[config.mk]
export PLATFORM = sky130hd
export DESIGN_NAME = dcs_switch_ctrl_flat
export DESIGN_NICKNAME = d
export VERILOG_FILES = /design/src/rtl/dcs_switch_ctrl_if.sv /design/src/rtl/dcs_switch_ctrl.sv /design/src/flat_wrapper.sv
export SDC_FILE = /design/constraint.sdc
export NUM_CORES = 1
export LEC_CHECK = 0
export BUFFER_PORTS_ARGS = -buffer_cell sky130_fd_sc_hd__buf_2
export CAP_MARGIN = 20
export CORE_MARGIN = 1.5
export CORE_UTILIZATION = 45
export CTS_BUF_LIST = sky130_fd_sc_hd__clkbuf_8
export CTS_CLUSTER_SIZE = 10
export DETAILED_ROUTE_END_ITERATION = 8
export SYNTH_ARGS = -nofsm -noshare
export SYNTH_HDL_FRONTEND = slang
export SYNTH_SLANG_ARGS = --single-unit
[constraint.sdc]
create_clock -name clk -period 5.19 [get_ports clk]
set_clock_uncertainty 0.1 [all_clocks]
set_input_delay 0.2595 -clock clk [delete_from_list [all_inputs] [get_ports clk]]
set_output_delay 0.2595 -clock clk [all_outputs]
set_load 0.02 [all_outputs]
[src/rtl/dcs_switch_ctrl_if.sv]
// Request handshake bundle for the DCS switch controller.
// Signals:
//   req_valid - requester has a switch request pending
//   req_sel   - DCS input the requester wants selected
//   req_ready - controller can take a request this cycle
// The master modport belongs to the requester; the slave modport belongs to the controller.
interface dcs_switch_ctrl_if;
   logic req_valid;
   logic req_sel;
   logic req_ready;

   modport master (output req_valid, output req_sel, input req_ready);
   modport slave  (input req_valid, input req_sel, output req_ready);
endinterface

[src/rtl/dcs_switch_ctrl.sv]
// Sequencer for a single LIFCL DCS (dynamic clock select) primitive.
//
// A switch request arrives on the req handshake. The controller then moves dcs_sel to
// the target input and waits for the target clock to show activity. If the target stays
// dead for TIMEOUT_CYCLES cycles, the controller forces the switch with dcs_selforce.
// After that it holds a settle window, reports the switch done, and blocks new requests
// for a minimum dwell time.
//
// Ports:
//   clk           - controller clock; free-running and independent of both DCS inputs
//   rst           - asynchronous, active-high reset
//   req           - request handshake (req_valid / req_sel in, req_ready out)
//   clk_alive     - per-input activity flags, already synchronised to clk
//   dcs_sel       - drives DCS SEL
//   dcs_selforce  - drives DCS SELFORCE (1 = non-glitchless forced switch)
//   cur_sel       - input currently reported as active
//   busy          - controller is not idle
//   done_pulse    - one-cycle pulse when a request completes
//   timeout_pulse - one-cycle pulse when the target never came alive and the switch was forced
module dcs_switch_ctrl #(
   parameter logic        INIT_SEL       = 1'b0,
   parameter int unsigned SETTLE_CYCLES  = 8,
   parameter int unsigned DWELL_CYCLES   = 16,
   parameter int unsigned TIMEOUT_CYCLES = 64
) (
   input  logic                     clk,
   input  logic                     rst,
   dcs_switch_ctrl_if.slave         req,
   input  logic [1:0]               clk_alive,
   output logic                     dcs_sel,
   output logic                     dcs_selforce,
   output logic                     cur_sel,
   output logic                     busy,
   output logic                     done_pulse,
   output logic                     timeout_pulse
);

   typedef enum logic [1:0] {
      IDLE,
      SWITCH,
      SETTLE,
      DWELL
   } state_t;

   localparam logic [15:0] SETTLE_LAST  = 16'(SETTLE_CYCLES - 1);
   localparam logic [15:0] DWELL_LAST   = 16'(DWELL_CYCLES - 1);
   localparam logic [15:0] TIMEOUT_LAST = 16'(TIMEOUT_CYCLES - 1);

   state_t      state_q, state_d;
   logic [15:0] cnt_q, cnt_d;
   logic        tgt_q, tgt_d;
   logic        dcs_sel_q, dcs_sel_d;
   logic        selforce_q, selforce_d;
   logic        cur_sel_q, cur_sel_d;
   logic        ready_q, ready_d;
   logic        busy_q, busy_d;
   logic        done_q, done_d;
   logic        timeout_q, timeout_d;

   // State and output registers. Every output comes from a flop, so the DCS pins see no
   // combinational glitches. Reset restores the initial selection and drops any switch
   // that is in progress.
   always_ff @(posedge clk or posedge rst) begin
      if (rst) begin
         state_q    <= IDLE;
         cnt_q      <= '0;
         tgt_q      <= INIT_SEL;
         dcs_sel_q  <= INIT_SEL;
         selforce_q <= 1'b0;
         cur_sel_q  <= INIT_SEL;
         ready_q    <= 1'b0;
         busy_q     <= 1'b0;
         done_q     <= 1'b0;
         timeout_q  <= 1'b0;
      end else begin
         state_q    <= state_d;
         cnt_q      <= cnt_d;
         tgt_q      <= tgt_d;
         dcs_sel_q  <= dcs_sel_d;
         selforce_q <= selforce_d;
         cur_sel_q  <= cur_sel_d;
         ready_q    <= ready_d;
         busy_q     <= busy_d;
         done_q     <= done_d;
         timeout_q  <= timeout_d;
      end
   end

   // Next-state and next-output logic. The counter returns to zero on every state change,
   // so each phase counts from a clean start. A request whose target is already the active
   // input completes at once and stays in IDLE. req_ready and busy are computed from the
   // next state, so they line up with the state register.
   always_comb begin
      state_d    = state_q;
      cnt_d      = cnt_q;
      tgt_d      = tgt_q;
      dcs_sel_d  = dcs_sel_q;
      selforce_d = selforce_q;
      cur_sel_d  = cur_sel_q;
      done_d     = 1'b0;
      timeout_d  = 1'b0;

      case (state_q)
         IDLE: begin
            if (req.req_valid && ready_q) begin
               if (req.req_sel == cur_sel_q) begin
                  done_d = 1'b1;
               end else begin
                  tgt_d     = req.req_sel;
                  dcs_sel_d = req.req_sel;
                  state_d   = SWITCH;
                  cnt_d     = '0;
               end
            end
         end
         SWITCH: begin
            if (clk_alive[tgt_q]) begin
               state_d = SETTLE;
               cnt_d   = '0;
            end else if (cnt_q == TIMEOUT_LAST) begin
               selforce_d = 1'b1;
               timeout_d  = 1'b1;
               state_d    = SETTLE;
               cnt_d      = '0;
            end else begin
               cnt_d = cnt_q + 16'd1;
            end
         end
         SETTLE: begin
            if (cnt_q == SETTLE_LAST) begin
               cur_sel_d  = tgt_q;
               done_d     = 1'b1;
               selforce_d = 1'b0;
               state_d    = DWELL;
               cnt_d      = '0;
            end else begin
               cnt_d = cnt_q + 16'd1;
            end
         end
         DWELL: begin
            if (cnt_q == DWELL_LAST) begin
               state_d = IDLE;
               cnt_d   = '0;
            end else begin
               cnt_d = cnt_q + 16'd1;
            end
         end
         default: begin
            state_d = IDLE;
            cnt_d   = '0;
         end
      endcase

      ready_d = (state_d == IDLE);
      busy_d  = (state_d != IDLE);
   end

   assign req.req_ready   = ready_q;
   assign dcs_sel         = dcs_sel_q;
   assign dcs_selforce    = selforce_q;
   assign cur_sel         = cur_sel_q;
   assign busy            = busy_q;
   assign done_pulse      = done_q;
   assign timeout_pulse   = timeout_q;

endmodule
[src/flat_wrapper.sv]
// flat-port wrapper written by rule: the top's interface ports become plain ports
module dcs_switch_ctrl_flat 
#(
   parameter logic        INIT_SEL       = 1'b0,
   parameter int unsigned SETTLE_CYCLES  = 8,
   parameter int unsigned DWELL_CYCLES   = 16,
   parameter int unsigned TIMEOUT_CYCLES = 64
)
  (clk, rst, clk_alive, dcs_sel, dcs_selforce, cur_sel, busy, done_pulse, timeout_pulse, req_req_valid, req_req_sel, req_req_ready);
  dcs_switch_ctrl_if req_i ();
  input  logic clk;
  input  logic rst;
  input  logic [1:0] clk_alive;
  output logic dcs_sel;
  output logic dcs_selforce;
  output logic cur_sel;
  output logic busy;
  output logic done_pulse;
  output logic timeout_pulse;
  input wire logic [$bits(req_i.req_valid)-1:0] req_req_valid;
  input wire logic [$bits(req_i.req_sel)-1:0] req_req_sel;
  output wire logic [$bits(req_i.req_ready)-1:0] req_req_ready;
  assign req_i.req_valid = req_req_valid;
  assign req_i.req_sel = req_req_sel;
  assign req_req_ready = req_i.req_ready;
  dcs_switch_ctrl #(.INIT_SEL(INIT_SEL), .SETTLE_CYCLES(SETTLE_CYCLES), .DWELL_CYCLES(DWELL_CYCLES), .TIMEOUT_CYCLES(TIMEOUT_CYCLES)) u_core (.clk(clk), .rst(rst), .req(req_i), .clk_alive(clk_alive), .dcs_sel(dcs_sel), .dcs_selforce(dcs_selforce), .cur_sel(cur_sel), .busy(busy), .done_pulse(done_pulse), .timeout_pulse(timeout_pulse));
endmodule
# Word level (Yosys, flattened, before mapping)
# Index checks and enable logic that the tools add are counted.
# op_classes
add_sub_neg	1
shifts	0
multipliers	0
n_bitwise	1
n_eq_ne	12
n_lt_le_gt_ge	1
reduce_logical	9
div_mod_pow	0
mux	27
# ops
cell	n
$mux W16	6
$pmux W16 S4	1
$add A16 B1 Y16 const B	1
$eq A16 B3 Y1 const B	1
$eq A16 B4 Y1 const B	1
$eq A16 B6 Y1 const B	1
$mux W2	6
$mux W1	11
$pmux W2 S4	1
$ne A2 B1 Y1 const B	3
$eq A2 B2 Y1 const B	2
$logic_not A2 Y1	2
$ne A2 B2 Y1 const B	2
$pmux W1 S2	2
$reduce_and A2 Y1	2
$reduce_and A4 Y1	1
$reduce_bool A2 Y1	2
$reduce_and A3 Y1	1
$eq A2 B1 Y1 const B	1
$lt A1 B2 Y1 const B	1
$eq A1 B1 Y1	1
$logic_and A1 B1 Y1	1
$not A1 Y1	1
# word_totals
mem_count	0
latchBits	0
regBits	25
inputBits	6
mem_bits_ro	0
word_cells	60
ramBits	0
out_inout_bits	7

# Depth between registers and ports, before layout
# Gate-level depths: netlist of the first run.
# logic_depth
depth_word	5
mapped_depth	8
mapped_depth_nobuf	6

# Worst setup path before layout of the first run
# OpenSTA, ideal clock, no wires.
# synth_path
path_kind	register -> register
startpoint	register u_core.cnt_q[8]
endpoint	register u_core.cnt_q[4]
path_stages_with_launch	9
path_slack_ps	3155
path_buffers	3
period_less_slack_ps	2035
setup_ps	124
required_time_ps	4966
t_arrival_ps	1812
cell_sequence	dfrtp_1 -> buf_6 -> or4_4 -> nor4_2 -> and4_1 -> buf_6 -> buf_12 -> nor3_2 -> a211o_1
# synth_between
elab_chain_len	4
word_cells_on_any_way	8
classes_between	eq/ne (3); mux (5)
# synth_rtl
element	line_no	text
from (decl)	dcs_switch_ctrl.sv:50	logic [15:0] cnt_q, cnt_d;
from (signal assigned)	dcs_switch_ctrl.sv:77	cnt_q <= cnt_d;
$eq A16 B6 Y1	dcs_switch_ctrl.sv:120	end else if (cnt_q == TIMEOUT_LAST) begin
$mux W16	dcs_switch_ctrl.sv:120	
$mux W16	dcs_switch_ctrl.sv:117	if (clk_alive[tgt_q]) begin
$pmux W16 S4 *	dcs_switch_ctrl.sv:103	case (state_q)
# Mark *: on every way between the ends. The rest lies on a longest branch, timed or not.
# A chain may end at the register's enable or synchronous reset.

# Worst setup path after layout of the first run
# layout_path
startpoint	register u_core.cnt_q[8]
endpoint	register u_core.cnt_q[8]
# layout_between
elab_chain_len	4
word_cells_on_any_way	9
classes_between	add/sub (1); eq/ne (3); mux (5)
# layout_rtl
element	line_no
$add A16 B1 Y16 / $eq A16 B6 Y1 (equally long branches)	-
$mux W16	dcs_switch_ctrl.sv:120
$mux W16	dcs_switch_ctrl.sv:117
$pmux W16 S4 *	dcs_switch_ctrl.sv:103
# Marks and branches as above.

==> flow_metrics.py, run 1 <==
metrics = {
    "timing": {
        "finalCriticalPeriod_ns": 2.395,
        "fin_ws_ns": 2.795,
        "timing.fmax_ghz": 0.4176,
        "tns_ns": 0,
        "finalCritPeriodShare": 0.4614,
        "whs_ns": 0.1811,
        "rsz0062_at_grt": "false",
        "maxSlewViolCount": 0,
        "worst_slew_pin_slew_ns": 0.6063,
        "finalSetupViolations": 0,
        "finalHoldViolCount": 0,
        "maxSlewHeadroom": 0.5915,
    },
    "routing": {
        "ant_nets": 0,
        "via_per_inst": 5.858,
        "routed_wl_um": 3138,
        "wl_per_cell_um": 14.80,
        "drt_iter0_drc": 64,
        "drc": 0,
        "via_count": 1242,
        "first_pass_iters": 4,
    },
    "critical_path": {
        "required_ns": 5.25,
        "endpoint_kind": "flop",
        "path_class": "reg2reg",
        "setup.worst_path.start_class": "flop",
        "cp_max_fo": 18,
        "crit_family": "simple AND/OR/NAND/NOR gates",
        "crit_path_max_incr_delay_ns": 0.63,
        "cp_data_arrival_time_ns": 2.45,
        "worst_path_max_delay_cell": "and4_1",
        "crit_chain": "or4_4 > nor4_2 > and4_1 > or2_2 > o21ai_0",
        "crit_buf_inv": 0,
    },
    "pwr": {
        "pwr-share-clk": 0.202,
        "ir_worst_vdd_mv": 0.2070,
        "intPower_w": 0.0003690,
        "seq_power_share": 0.473,
        "p_comb_frac": 0.326,
        "switching_share": 0.3838,
        "p_per_area_nw_per_um2": 369.8,
        "p_leak_nw": 0.7261,
        "power.total_w": 0.0005988,
        "p_sw_w": 0.0002298,
    },
    "yosys": {
        "synth_fa_ha_area_frac": 0.008197,
        "synth-seq-cells": 25,
        "synth_compound_area_frac": 0.1754,
        "synth.distinct_cells": 45,
        "async_reset_ff_frac": 1.000,
        "ys_warn_count": 0,
        "synth_edf_count": 0,
        "synthCells": 160,
        "synth_xor_xnor_area_share": 0.02295,
        "synth-simple-area-share": 0.2820,
        "synth_top_family_by_area": "simple AND/OR/NAND/NOR gates",
        "avgSynthCellArea_sq_um": 9.540,
        "synth_area_sq_um": 1526,
        "synth_fp_nets": 167,
        "ys.flop_type": "dfrtp_1",
        "muxShareOfSynthArea": 0.02049,
        "yosysSeqAreaShare": 0.4098,
    },
    "clock_tree": {
        "cts_sinks": 25,
        "numCtsBuffers": 3,
        "clk_pin_slew_worst_paths_ns": 0.09,
        "cts_root_buffer": "clkbuf_8",
        "cts_tree": "built",
        "cts_resized": 0,
        "cts_setup_buffers": 0,
        "clockBufferDepth": 2,
        "htreeDepth": 1,
        "clock_latency_ns": 0.28,
    },
    "die": {
        "die_h_um": 61.24,
        "die_area_sq_um": 3750,
        "rows": 20,
        "core_sq_um": 3128,
        "fp.dieW_um": 61.24,
        "start_util": 0.4880,
        "boundaryPins": 13,
    },
    "final_layout": {
        "nets": 176,
        "num-fill-cells": 292,
        "diodes": 0,
        "drive_gt1_frac": 0.1726,
        "area_growth_pct": 6.065,
        "final-seq-area_sq_um": 625.6,
        "multiInputGateArea_sq_um": 777.0,
    },
    "run": {
        "cap_viol_max_count": 0,
    },
    "placed_design": {
        "dp_hpwl_um": 2288,
        "gp_congestion": 0.8273,
        "port_buffers": 12,
        "dpl_worst_slack_ns": 2.802,
    },
    "grt": {
        "antenna_found_initial": 0,
        "grt_pass1_wl_um": 5561,
        "grt_pass1_vias": 1171,
        "overflow": 0,
        "grt_max_degree": 26,
        "grtUsageTotal": 0.2000,
    },
    "run_status": {
        "status": "finished clean",
    },
    "worst_hold_path": {
        "holdCritPathClass": "in2reg",
    },
}
worst register-to-register path, stage by stage, from the launching register on:
cell and delay [ns]:
dfrtp_1 0.48, or4_4 0.51, nor4_2 0.18, and4_1 0.63, or2_2 0.27, o21ai_0 0.11
cell type report:
type	count	area share
clock buffers	3	0.02550
flip-flops and latches	25	0.3864
well taps	44	0.03400
inverters	2	0.004637
clock inverters	1	0.004637
multi-input cells	122	0.4799
repair buffers	15	0.06492
flip-flops by register name (all words and copies together), names as in the netlist:
register              cells
u_core.tgt_q              1
u_core.dcs_selforce       1
u_core.cnt_q             16
u_core.timeout_pulse      1
u_core.req.req_ready      1
u_core.done_pulse         1
u_core.cur_sel            1
u_core.state_q            2
u_core.busy               1
repair_timing:
action / 4_1_cts / 5_1_grt
endpoints found under the hold margin: 0 / 25
endpoints found under the setup margin: 0 / 0
hold buffers: 0 / 1
power groups by stage:
stage | combinational [W] | clock, W | sequential [W]
after floorplan | 0.000200 | 0 | 0.000264
after global placement | 0.000188 | 0 | 0.000284
after detailed placement | 0.000193 | 0 | 0.000286
after CTS | 0.000194 | 0.000124 | 0.000282
after global routing | 0.000225 | 0.000132 | 0.000293
final | 0.000195 | 0.000121 | 0.000283
synth_stat cells (3+ instances only):
cell type	instances	share of area
o31ai_1	3	0.015
nor4_1	3	0.012
dfrtp_1	25	0.41
or3_1	4	0.016
nand4_1	7	0.029
nor4b_1	3	0.017
o21ai_0	16	0.052
a21o_1	8	0.039
a211oi_1	3	0.015
buf_6	5	0.037
nand2_1	22	0.054
nor2_1	7	0.017
nor3_1	3	0.0098
nand3_1	7	0.023
and3_1	3	0.012
cell usage in the layout, fill, tap and decap left out, types with 2 or more instances in the layout:
master	instances
nand4_1	7
o21ai_0	16
a21oi_1	2
o211ai_1	2
nor2_1	7
o21a_1	2
xor2_1	2
or2_2	2
a21o_1	8
and3_1	3
mux2i_1	2
nor3_1	3
inv_1	2
buf_2	12
nand3_1	7
xnor2_1	2
o31ai_1	3
a211oi_1	3
nor3b_1	2
clkbuf_8	3
nor4_1	3
or3_1	4
dfrtp_1	25
nor4b_1	3
nand2_1	22
per-stage QoR:
step / cells / area, sq um / util
2_1_floorplan: 160 / 1526 / -
3_3_place_gp: 206 / 1533 / 0.4900
3_5_place_dp: 206 / 1533 / 0.4900
4_1_cts: 210 / 1582 / 0.5056
5_1_grt: 212 / 1619 / 0.5176
6_report: 212 / 1619 / 0.5176
metal layers:
metal  routed length [um]  global-route usage  up-vias
met3                   95             0.03151        7
met5                    0                   0        -
li1                     -                   -      609
met1                 1528              0.2885      607
met4                   65             0.09006        0
met2                 1449              0.2948       19
final timing paths:
check                      cells after the start                               to  slack (ns)                            start
setup / recovery                               5      u_core.cnt_q[8]$_DFFE_PP0P_        2.80      u_core.cnt_q[8]$_DFFE_PP0P_
min in group asynchronous                      3       u_core.cur_sel$_DFFE_PP0P_        0.30                              rst
setup reg to reg                               5      u_core.cnt_q[8]$_DFFE_PP0P_        2.80      u_core.cnt_q[8]$_DFFE_PP0P_
hold reg to reg                                1  u_core.dcs_selforce$_DFFE_PP0P_        0.38  u_core.dcs_selforce$_DFFE_PP0P_
max in group asynchronous                      4      u_core.cnt_q[9]$_DFFE_PP0P_        4.34                              rst
hold / removal                                 3      u_core.done_pulse$_DFF_PP0_        0.18                    req_req_valid
kinds of logic (layout without fill, tap and decap cells):
| family | after synthesis | after routing |
|---|---|---|
| compound gates | 41 | 41 |
| buf+inv | 13 | 21 |
| fa+ha+maj | 1 | 1 |
| xor+xnor | 4 | 4 |
| simple gates | 73 | 73 |
| mux | 3 | 3 |
| flops | 25 | 25 |
(Power assumes the default switching activity.)
==> run 2: changes to the inputs <==
Clock period 5.19 ns to 2.3 ns, I/O delays scaled along.
==> flow_metrics.py, run 2 (same netlist as run 1, synthesis figures left out) <==
metrics = {
    "final_layout": {
        "layout_commonest_cell": "dfrtp_1",
        "nets": 188,
        "regMostFlops": "u_core.cnt_q",
        "area_growth_pct": 11.64,
        "largest_reg_flops": 16,
        "fin_cells": 224,
        "layout_common_cells": "dfrtp_1 (25), nand2_1 (22), o21ai_0 (16), buf_4 (13), buf_2 (12)",
        "drive_gt1_frac": 0.2278,
        "top_regs": "u_core.cnt_q: 16 flops, u_core.state_q: 2 flops",
        "diodes": 0,
    },
    "worst_hold_path": {
        "holdCritPathClass": "in2reg",
    },
    "grt": {
        "grtUsageTotal": 0.2045,
        "grt_pass1_vias": 1244,
        "overflow": 0,
        "antenna_found_initial": 0,
        "grt_max_degree": 26,
        "grt_pass1_wl_um": 5671,
    },
    "clock_tree": {
        "clk_pin_slew_worst_paths_ns": 0.09,
        "cts_root_buffer": "clkbuf_8",
        "clock_latency_ns": 0.27,
        "numCtsBuffers": 3,
        "cts_sinks": 25,
        "cts_tree": "built",
        "htreeDepth": 1,
        "clockBufferDepth": 2,
    },
    "placed_design": {
        "port_buffers": 12,
        "dp_hpwl_um": 2449,
        "gp_congestion": 0.8219,
        "dpl.cell_count": 219,
    },
    "timing": {
        "worst_slew_pin_slew_ns": 0.4123,
        "tns_ns": 0,
        "rsz0062_at_grt": "false",
        "maxSlewViolCount": 0,
        "finalCritPeriodShare": 0.9558,
        "finalHoldViolCount": 0,
        "finalSetupViolations": 0,
        "maxSlewHeadroom": 0.7251,
        "timing.fmax_ghz": 0.4549,
        "finalCriticalPeriod_ns": 2.198,
    },
    "pwr": {
        "seq_power_share": 0.420,
        "intPower_w": 0.0008965,
        "ir_worst_vdd_mv": 0.3953,
        "switching_share": 0.3729,
        "p_sw_w": 0.0005330,
        "pwr-share-clk": 0.180,
        "p_leak_nw": 0.7893,
        "power.total_w": 0.001429,
        "p_comb_frac": 0.400,
        "p_per_area_nw_per_um2": 838.8,
    },
    "critical_path": {
        "cp_data_arrival_time_ns": 2.29,
        "r2r_slack_ns": 0.10,
        "endpoint_kind": "flop",
        "setup.worst_path.start_class": "flop",
        "path_class": "reg2reg",
        "required_ns": 2.39,
        "cp_max_fo": 14,
    },
    "routing": {
        "routed_wl_um": 3370,
        "wl_per_cell_um": 15.04,
        "ant_nets": 0,
        "drt_iter0_drc": 42,
        "via_per_inst": 5.616,
        "first_pass_iters": 4,
        "via_count": 1258,
        "drc": 0,
    },
    "run": {
        "cap_viol_max_count": 0,
    },
    "die": {
        "die_h_um": 61.24,
        "start_util": 0.4880,
        "rows": 20,
        "boundaryPins": 13,
        "core_sq_um": 3128,
        "fp.dieW_um": 61.24,
        "die_area_sq_um": 3750,
    },
    "run_status": {
        "status": "finished clean",
    },
}
run 2: changes by cell type in the layout (fill, tap and decap cells not counted):
| cell | delta |
|---|---|
| buf_12 | +1 |
| buf_16 | -1 |
| buf_4 | +12 |
| clkinvlp_4 | -1 |
| inv_1 | +1 |
| nor4_1 | -1 |
| nor4_2 | +1 |
run 2: path summary, 6_finish.rpt:
path,start,end,depth (start not counted)
hold reg to reg,u_core.dcs_selforce$_DFFE_PP0P_,u_core.dcs_selforce$_DFFE_PP0P_,1
max in group asynchronous,rst,u_core.req.req_ready$_DFF_PP0_,4
setup reg to reg,u_core.cnt_q[0]$_DFFE_PP0P_,u_core.cnt_q[9]$_DFFE_PP0P_,7
setup / recovery,u_core.cnt_q[0]$_DFFE_PP0P_,u_core.cnt_q[9]$_DFFE_PP0P_,7
hold / removal,req_req_valid,u_core.done_pulse$_DFF_PP0_,3
min in group asynchronous,rst,u_core.cnt_q[10]$_DFFE_PP0P_,4
run 2: layer usage:
layer  share of wire  GRT usage
met1            0.51     0.2942
met2            0.45     0.3161
met3           0.033    0.03151
met4          0.0080    0.06522
met5               0          0
run 2: critical path: stages, from the launching register on:
cell and delay, ns:
dfrtp_1 0.39, ha_1 0.21, and4bb_2 0.23, nand4_1 0.13, a31oi_1 0.10, buf_4 0.20, or4_2 0.65, o211ai_1 0.10
run 2: timing repair:
item | CTS | global route
hold endpoints to repair | 25 | 0
gates resized for setup | 0 | 1
endpoints found under the setup margin | 0 | 3
setup buffers | 0 | 0
hold buffers | 1 | 0
run 2: through the flow:
stage	util	hold WS [ns]	worst slack (ns)	area, sq um
CTS	0.5428	0.05527	0.09061	1698
floorplan	-	0.04232	0.2646	1526
detailed placement	0.5252	0.08854	0.1083	1643
global placement	0.5252	0.07625	0.1840	1643
finish	0.5448	0.05619	0.1016	1704
global route	0.5448	0.07335	0.01558	1704
run 2: final cells by class:
cell class | count | area [sq um]
clock buffers | 3 | 41.29
flip-flops and latches | 25 | 625.6
inverters | 2 | 7.507
fillers | 294 | 1424
repair buffers | 27 | 187.7
well taps | 44 | 55.05
multi-input cells | 122 | 783.3
clock inverters | 1 | 3.754
run 2: power groups by stage:
stage	registers [W]	clock network [W]	logic [W]
after global placement	0.000602	0	0.000557
after detailed placement	0.000606	0	0.000570
after CTS	0.000598	0.000264	0.000574
after global routing	0.000618	0.000281	0.000644
final	0.000600	0.000257	0.000572
after floorplan	0.000596	0	0.000452
